### config.mk
export PLATFORM = sky130hd
export DESIGN_NAME = stream_hsmooth
export DESIGN_NICKNAME = d
export VERILOG_FILES = /design/src/rtl/vision_pkg.sv /design/src/rtl/hsmooth_tap.sv /design/src/rtl/stream_hsmooth.sv
export SDC_FILE = /design/constraint.sdc
export NUM_CORES = 1
export LEC_CHECK = 0
export ABC_AREA = 0
export ABC_CLOCK_PERIOD_IN_PS = 4400
export CAP_MARGIN = 20
export CELL_PAD_IN_SITES_DETAIL_PLACEMENT = 0
export CELL_PAD_IN_SITES_GLOBAL_PLACEMENT = 1
export CORE_MARGIN = 3
export CORE_UTILIZATION = 43
export DETAILED_ROUTE_END_ITERATION = 8
export PLACE_DENSITY_LB_ADDON = 0.1
export RECOVER_POWER = 50
export SYNTH_ARGS = -nofsm -noshare
export SYNTH_HDL_FRONTEND = slang
export SYNTH_SLANG_ARGS = --single-unit
### constraint.sdc
create_clock -name clk -period 4.4 [get_ports clk]
set_clock_uncertainty 0.15 [all_clocks]
set_input_delay 0.88 -clock clk [delete_from_list [all_inputs] [get_ports clk]]
set_output_delay 0.88 -clock clk [all_outputs]
set_load 0.01 [all_outputs]
### src/rtl/vision_pkg.sv
// Shared definitions for the vision pre-filter blocks.
package vision_pkg;

  localparam int unsigned DEF_IMAGE_W = 640;
  localparam int unsigned DEF_CH_W    = 8;

  // Low nibble of an SOP descriptor beat that marks a video packet.
  localparam logic [3:0] PKT_VIDEO = 4'h0;

  typedef enum logic [1:0] {
    StIdle,
    StPend,
    StFlush
  } hs_state_e;

  // Counter width for n positions, never narrower than one bit.
  function automatic int unsigned cnt_w(input int unsigned n);
    return (n > 1) ? $clog2(n) : 1;
  endfunction

endpackage

### src/rtl/hsmooth_tap.sv
// Combinational [1 2 1]/4 smoothing tap for a single colour channel.
module hsmooth_tap #(
  parameter int unsigned CH_W = 8
) (
  input  logic [CH_W-1:0] a_i,
  input  logic [CH_W-1:0] b_i,
  input  logic [CH_W-1:0] c_i,
  output logic [CH_W-1:0] y_o
);

  logic [CH_W+1:0] sum;

  // Two guard bits hold the full weighted sum; result truncates towards zero.
  always_comb begin
    sum = {2'b00, a_i} + {1'b0, b_i, 1'b0} + {2'b00, c_i};
    y_o = CH_W'(sum >> 2);
  end

endmodule

### src/rtl/stream_hsmooth.sv
// Avalon-ST horizontal 3-tap RGB smoother with packet passthrough and one-beat line flush.
module stream_hsmooth
  import vision_pkg::*;
#(
  parameter int unsigned IMAGE_W = DEF_IMAGE_W,
  parameter int unsigned CH_W    = DEF_CH_W
) (
  input  logic              clk,
  input  logic              reset_n,
  input  logic [3*CH_W-1:0] sink_data,
  input  logic              sink_valid,
  output logic              sink_ready,
  input  logic              sink_sop,
  input  logic              sink_eop,
  output logic [3*CH_W-1:0] source_data,
  output logic              source_valid,
  input  logic              source_ready,
  output logic              source_sop,
  output logic              source_eop,
  input  logic              enable,
  output logic              frame_err
);

  localparam int unsigned    DW    = 3 * CH_W;
  localparam int unsigned    XW    = cnt_w(IMAGE_W);
  localparam logic [XW-1:0]  XLast = XW'(IMAGE_W - 1);

  hs_state_e         state_q, state_d;
  logic [XW-1:0]     x_q, x_d;
  logic              pkt_video_q, pkt_video_d;
  logic              en_q, en_d;
  logic [DW-1:0]     left_q, left_d;
  logic [DW-1:0]     hold_q, hold_d;
  logic              eop_hold_q, eop_hold_d;
  logic [DW-1:0]     out_data_q, out_data_d;
  logic              out_valid_q, out_valid_d;
  logic              out_sop_q, out_sop_d;
  logic              out_eop_q, out_eop_d;
  logic              frame_err_q, frame_err_d;

  logic              load_ok;
  logic              accept;
  logic              last_px;
  logic [DW-1:0]     tap_c;
  logic [DW-1:0]     filt;

  // Handshake: sink stalls while the line-end pixel is being flushed.
  always_comb begin
    load_ok    = ~out_valid_q | source_ready;
    sink_ready = load_ok & (state_q != StFlush);
    accept     = sink_valid & sink_ready;
    last_px    = (x_q == XLast) | sink_eop;
    // On flush the right neighbour is replicated from the held pixel.
    tap_c      = (state_q == StFlush) ? hold_q : sink_data;
  end

  for (genvar ch = 0; ch < 3; ch++) begin : g_tap
    hsmooth_tap #(
      .CH_W (CH_W)
    ) u_tap (
      .a_i (left_q[ch*CH_W +: CH_W]),
      .b_i (hold_q[ch*CH_W +: CH_W]),
      .c_i (tap_c[ch*CH_W +: CH_W]),
      .y_o (filt[ch*CH_W +: CH_W])
    );
  end

  // Next-state: FSM, line position, packet mode latch and output register load.
  always_comb begin
    state_d     = state_q;
    x_d         = x_q;
    pkt_video_d = pkt_video_q;
    en_d        = en_q;
    left_d      = left_q;
    hold_d      = hold_q;
    eop_hold_d  = eop_hold_q;
    out_data_d  = out_data_q;
    out_valid_d = out_valid_q & ~source_ready;
    out_sop_d   = out_sop_q;
    out_eop_d   = out_eop_q;
    frame_err_d = 1'b0;

    if (state_q == StFlush) begin
      if (load_ok) begin
        out_valid_d = 1'b1;
        out_data_d  = filt;
        out_sop_d   = 1'b0;
        out_eop_d   = eop_hold_q;
        state_d     = StIdle;
      end
    end else if (accept) begin
      if (sink_sop) begin
        pkt_video_d = (sink_data[3:0] == PKT_VIDEO);
        en_d        = enable;
        x_d         = '0;
        out_valid_d = 1'b1;
        out_data_d  = sink_data;
        out_sop_d   = sink_sop;
        out_eop_d   = sink_eop;
        // A held pixel without its line end can never be completed.
        if (state_q == StPend) begin
          frame_err_d = 1'b1;
        end
        state_d = StIdle;
      end else begin
        if (pkt_video_q) begin
          x_d = (x_q == XLast) ? '0 : x_q + 1'b1;
        end
        if (!(pkt_video_q && en_q)) begin
          out_valid_d = 1'b1;
          out_data_d  = sink_data;
          out_sop_d   = sink_sop;
          out_eop_d   = sink_eop;
        end else begin
          unique case (state_q)
            StIdle: begin
              left_d = sink_data;
              hold_d = sink_data;
            end
            StPend: begin
              out_valid_d = 1'b1;
              out_data_d  = filt;
              out_sop_d   = 1'b0;
              out_eop_d   = 1'b0;
              left_d      = hold_q;
              hold_d      = sink_data;
            end
            default: ;
          endcase
          eop_hold_d = sink_eop;
          state_d    = last_px ? StFlush : StPend;
        end
      end
    end
  end

  // State registers with synchronous active-low reset.
  always_ff @(posedge clk) begin
    if (!reset_n) begin
      state_q     <= StIdle;
      x_q         <= '0;
      pkt_video_q <= 1'b0;
      en_q        <= 1'b0;
      left_q      <= '0;
      hold_q      <= '0;
      eop_hold_q  <= 1'b0;
      out_data_q  <= '0;
      out_valid_q <= 1'b0;
      out_sop_q   <= 1'b0;
      out_eop_q   <= 1'b0;
      frame_err_q <= 1'b0;
    end else begin
      state_q     <= state_d;
      x_q         <= x_d;
      pkt_video_q <= pkt_video_d;
      en_q        <= en_d;
      left_q      <= left_d;
      hold_q      <= hold_d;
      eop_hold_q  <= eop_hold_d;
      out_data_q  <= out_data_d;
      out_valid_q <= out_valid_d;
      out_sop_q   <= out_sop_d;
      out_eop_q   <= out_eop_d;
      frame_err_q <= frame_err_d;
    end
  end

  // Registered outputs.
  always_comb begin
    source_data  = out_data_q;
    source_valid = out_valid_q;
    source_sop   = out_sop_q;
    source_eop   = out_eop_q;
    frame_err    = frame_err_q;
  end

endmodule

# After elaboration in Yosys (flattened, before gate mapping)
# Cells that the tools add are included.
# totals
ff_bits,91
inputBits,31
output_inout_bits,29
wordCells,87
# classes
add_sub_neg,7
n_eq_ne,6
mux,35
bitwise_logic,11
n_reduce_logical,16
# ops
cell,n
24-bit two-way mux,7
24-bit one-hot mux with 2 select lines,1
10-bit by 8-bit adder with 10-bit output,3
8-bit by 9-bit adder with 10-bit output,3
10-bit two-way mux,3
1-bit two-way mux,18
2-bit two-way mux,6
3-bit AND reduction,4
"10-bit by 1-bit adder with 10-bit output, second input constant",1
"10-bit == test, second input constant",1
5-bit AND reduction,2
1-bit NOT,6
2-bit nonzero test,3
4-bit zero test,1
"2-bit != test, second input constant",2
"4-bit != test, second input constant",1
4-bit AND reduction,1
4-bit OR reduction,1
1-bit bitwise AND,3
3-bit nonzero test,1
"2-bit by 1-bit == test with 1-bit output, second input constant",1
"2-bit == test, second input constant",1
2-bit zero test,1
1-bit bitwise OR,2
2 further kinds,2

# Longest topological paths before layout
# logic_depth
ltp_word,8
depth_mapped,14
mapped_depth_nobuf,12

# Hierarchy
# A second synthesis with hierarchy kept.
# unflattened
cells_unflattened,698
area_unflattened_um2,5636.7
# by_module_without_submodules
mod,instances,cells_per_inst,area_per_inst_um2,seq_area_each_um2
stream_hsmooth,1,539,4200.3,1821.7
hsmooth_tap (g_tap[2].u_tap),1,61,518.0,0.0
hsmooth_tap (g_tap[1].u_tap),1,49,465.4,0.0
hsmooth_tap (g_tap[0].u_tap),1,49,452.9,0.0

# Worst setup path before layout
# No wires, ideal clock.
# synth_path
path_kind,register -> register
startpoint,register state_q[0]
endpoint,register out_data_q[23] (netlist: source_data[23])
setup_ns,0.101
t_arrival_ns,3.369
t_required_ns,4.149
path_slack_ns,0.780
path_stages_with_launch,13
path_buffers,2
synth_period_minus_slack_ns,3.620
cell_sequence,dfxtp_1 -> nand2b_2 -> buf_4 -> clkbuf_1 -> mux2i_1 -> fa_1 -> or3_1 -> fa_1 -> nor2b_1 -> o221ai_1 -> a21oi_1 -> a2111oi_0 -> o41ai_1
# synth_via
elab_chain_len,8
elab_cells_between_ends,17
classes_between,add/sub (1); eq/ne (5); mux (7); bitwise (2); reduce/logical (2)
# synth_rtl
element,line_no,source
start: declaration,stream_hsmooth.sv:28,"hs_state_e state_q, state_d;"
start signal: assignment,stream_hsmooth.sv:140,state_q <= StIdle;
start signal: assignment,stream_hsmooth.sv:153,state_q <= state_d;
2-bit == test,"stream_hsmooth.sv:54, stream_hsmooth.sv:83",
24-bit two-way mux,stream_hsmooth.sv:54,tap_c = (state_q == StFlush) ? hold_q : sink_data;
10-bit by 8-bit adder with 10-bit output,hsmooth_tap.sv:15,"sum = {2'b00, a_i} + {1'b0, b_i, 1'b0} + {2'b00, c_i};"
24-bit two-way mux,stream_hsmooth.sv:115,unique case (state_q)
24-bit two-way mux,stream_hsmooth.sv:109,if (!(pkt_video_q && en_q)) begin
24-bit two-way mux,stream_hsmooth.sv:92,if (sink_sop) begin
24-bit two-way mux,stream_hsmooth.sv:91,end else if (accept) begin
24-bit two-way mux,stream_hsmooth.sv:83,if (state_q == StFlush) begin
end signal: assignment,stream_hsmooth.sv:160,out_data_q <= out_data_d;
end: declaration,stream_hsmooth.sv:35,"logic [DW-1:0] out_data_q, out_data_d;"
# Several ways; a longest one is shown, not always the timed one. The select of a mux whose other input is x is not followed.
# A chain may end at the register's enable or synchronous reset.

# Worst setup path in the final report
# layout_path
startpoint,input port sink_data[17]
endpoint,register out_data_q[23] (netlist: source_data[23])
# layout_via
elab_chain_len,7
elab_cells_between_ends,8
classes_between,add/sub (1); mux (7)
# layout_rtl
element,line_no,source
start: declaration,stream_hsmooth.sv:10,"input logic [3*CH_W-1:0] sink_data,"
24-bit two-way mux *,stream_hsmooth.sv:54,
10-bit by 8-bit adder with 10-bit output *,hsmooth_tap.sv:15,
24-bit two-way mux,stream_hsmooth.sv:115,
24-bit two-way mux,stream_hsmooth.sv:109,
24-bit two-way mux,stream_hsmooth.sv:92,
24-bit two-way mux,stream_hsmooth.sv:91,
24-bit two-way mux *,stream_hsmooth.sv:83,
# Mark *: on every way between the ends. The rest lies on a longest branch, timed or not. The select of a mux whose other input is x is not followed.

==> out/metrics.yaml <==
status: "finished, final reports clean"
cp-endpoint: "source_data[23]"
antenna_found_initial: 0
wl_per_cell_um: 16.7
rows: 40
timing.fmax_mhz: 265
grt_use_total: 0.222
rsz0062_at_grt: "no"
overflow: 0
power_density_nw_per_um2: 277
reg2reg_depth: 12
final_nets: 814
final_util: 0.533
yosysWarnings: 0
synth-seq-area-share: 0.331
die_w_um: 119
worst-path-max-fanout: 4
diodes: 0
max-slew-margin-rel: 0.310
dp_hpwl_mm: 10.5
via_per_inst: 5.52
syn-cell-area_um2: 5510
cp.required_ns: 4.50
p_leak_nw: 2.69
multi_input_area_um2: 3440
start_util: 0.449
r2r_slack_ns: 0.73
cts_setup_buffers: 0
vias: 5022
clockBufferDepth: 2
stdcell_count: 909
power.net_switching_uw: 451
cp-start-kind: "primary input"
cts_resized: 0
hold_depth: 2
clkSinkCount: 91
core_area_um2: 12300
startpoint: "sink_data[17]"
placed_cells: 894
crit_type: "primary input to flop"
clk_pin_slew_ns: 0.06
fin_setup_tns_ns: 0
io_buffers: 59
grt_max_degree: 59
r2r_end: "source_data[15]"
swShare: 0.249
ios: 60
synth_ff_type: "dfxtp_1"
comb_power_share: 0.114
drtIter0Drc: 296
first_pass_iters: 5
syn_inst: 691
gp_congestion: 0.863
mostFrequentLayoutCell: "nand2_1"
synth_cell_types: 53
cts_root_buf: "clkbuf_16"
clockPowerShare: 0.416
synth_edf_count: 0
ant_nets: 0
p_seq_frac: 0.470
die_area_um2: 14200
cts_hold_buf: 0
grt_pass1_vias: 4785
synth_fp_nets: 768
clk_latency_ns: 0.35
r2r-start: "state_q[1]"
drive_gt1_frac: 0.0499
fp.dieH_um: 119
setup_viol_count_final: 0
htreeDepth: 3
worst_ep_arrival_time_ns: 3.88
worst_slack_ns: 0.621
drv_cap: 0
min_path_type: "flop to flop"
fin_crit_ns: 3.78
final_cell_mix: "nand2_1 (196), dfxtp_1 (91), nor2_1 (51), a21oi_1 (40), dlygate4sd3_1 (30)"
hold_violations: 0
area_delta_synth_final_pct: 18.6
cts_tree: "yes"
slew_viol_final: 0
tightest_slew_ns: 1.04
wirelength_mm: 15.2
ir_drop_uv: 230
drc_errors: 0
postSynthAreaPerCell_um2: 7.97
synth_seq_cells: 91
p_int_mw: 1.36
place_ws_ns: 0.266
worst_setup_path_end_kind: "flop"
fillers: 1205
fin_crit_sh: 0.859
synthArstFlopShare: 0
grt_pass1_wl_mm: 25.1
final-seq-area_um2: 1820
cts_made_buffers: 9
[registers in the layout, summed over array words and instances, names as in the netlist]
signal        count
left_q           24
hold_q           24
source_eop        1
eop_hold_q        1
state_q           2
x_q              10
frame_err         1
pkt_video_q       1
source_sop        1
source_valid      1
en_q              1
source_data      24
[power groups by stage]
stage	Clock, mW	Combinational [mW]	Sequential, mW
after global placement	0	0.213	0.872
after global routing	0.804	0.228	0.855
final	0.754	0.206	0.853
after CTS	0.773	0.216	0.854
after detailed placement	0	0.214	0.872
after floorplan	0	0.103	0.879
[worst max-delay path, cell delays in order]
cell and delay, ns:
clkdlybuf4s50_1 0.52, mux2i_1 0.12, fa_1 0.53, or3_1 0.38
fa_1 0.41, nor2b_1 0.15, o221ai_1 0.17, a21oi_1 0.24
a2111oi_0 0.14, o41ai_1 0.34
[per-stage QoR]
stage          hold slack [ns]  cell area [µm²]  power (mW)
3_3_place_gp             0.299             6270        1.08
3_5_place_dp             0.306             6270        1.09
2_1_floorplan            0.294             5510       0.981
6_report                 0.307             6540        1.81
5_1_grt                  0.334             6540        1.89
4_1_cts                  0.315             6550        1.84
[layout make-up]
type,instances,share of cell area
Clock buffer,13,0.0413
Clock inverter,2,0.00153
Inverter,16,0.00919
Multi-Input combinational cell,544,0.526
Sequential cell,91,0.279
Tap cell,168,0.0322
Timing Repair Buffer,75,0.111
[synth_stat cells (2+ instances only)]
master | count | area (µm²)
nand2_1 | 195 | 732
a21boi_0 | 9 | 67.6
or3_1 | 3 | 18.8
mux2i_1 | 7 | 70.1
o21a_1 | 2 | 15.0
o21ai_0 | 21 | 105
xor2_1 | 14 | 123
nor3b_1 | 2 | 15.0
o211ai_1 | 10 | 75.1
and3_1 | 8 | 50.1
nor4_1 | 3 | 18.8
ha_1 | 22 | 275
inv_1 | 16 | 60.1
nand4_1 | 3 | 18.8
xnor2_1 | 9 | 78.8
buf_4 | 8 | 60.1
nand3_1 | 13 | 65.1
nor2_1 | 52 | 195
nor2b_1 | 8 | 50.1
o41ai_1 | 7 | 61.3
clkbuf_1 | 23 | 86.3
a32oi_1 | 2 | 17.5
fa_1 | 24 | 480
buf_2 | 8 | 40.0
a211oi_1 | 3 | 22.5
nand2b_1 | 5 | 31.3
o2bb2ai_1 | 4 | 35.0
o211a_1 | 3 | 30.0
nor3_1 | 6 | 30.0
a211o_1 | 2 | 17.5
a311oi_1 | 24 | 210
a31oi_1 | 3 | 18.8
a21boi_1 | 20 | 150
o21bai_1 | 2 | 15.0
a21o_1 | 3 | 22.5
dfxtp_1 | 91 | 1820
a21oi_1 | 40 | 200
[how the worst min path moves through the flow]
| stage | startpoint | end | slack, ns |
|---|---|---|---|
| floorplan | eop_hold_q | eop_hold_q | 0.29 |
| global placement | source_data[1] | source_data[1] | 0.30 |
| detailed placement | source_data[9] | source_data[9] | 0.31 |
| CTS | source_data[9] | source_data[9] | 0.31 |
| global route | source_data[1] | source_data[1] | 0.33 |
| finish | source_data[9] | source_data[9] | 0.31 |
[cells by family after synthesis]
group           synth area share
compound gates             0.204
xor+xnor                  0.0366
fa+ha+maj                  0.137
buf+inv                   0.0454
flops                      0.331
mux                       0.0127
simple gates               0.233
[per-layer routing]
layer / up-vias / GRT usage / share of wire
met4: 0 / 0.0681 / 0.020
li1: 2472 / - / -
met1: 2410 / 0.303 / 0.48
met5: - / 0 / 0
met2: 118 / 0.350 / 0.45
met3: 22 / 0.0484 / 0.044
(Power assumes the default switching activity.)
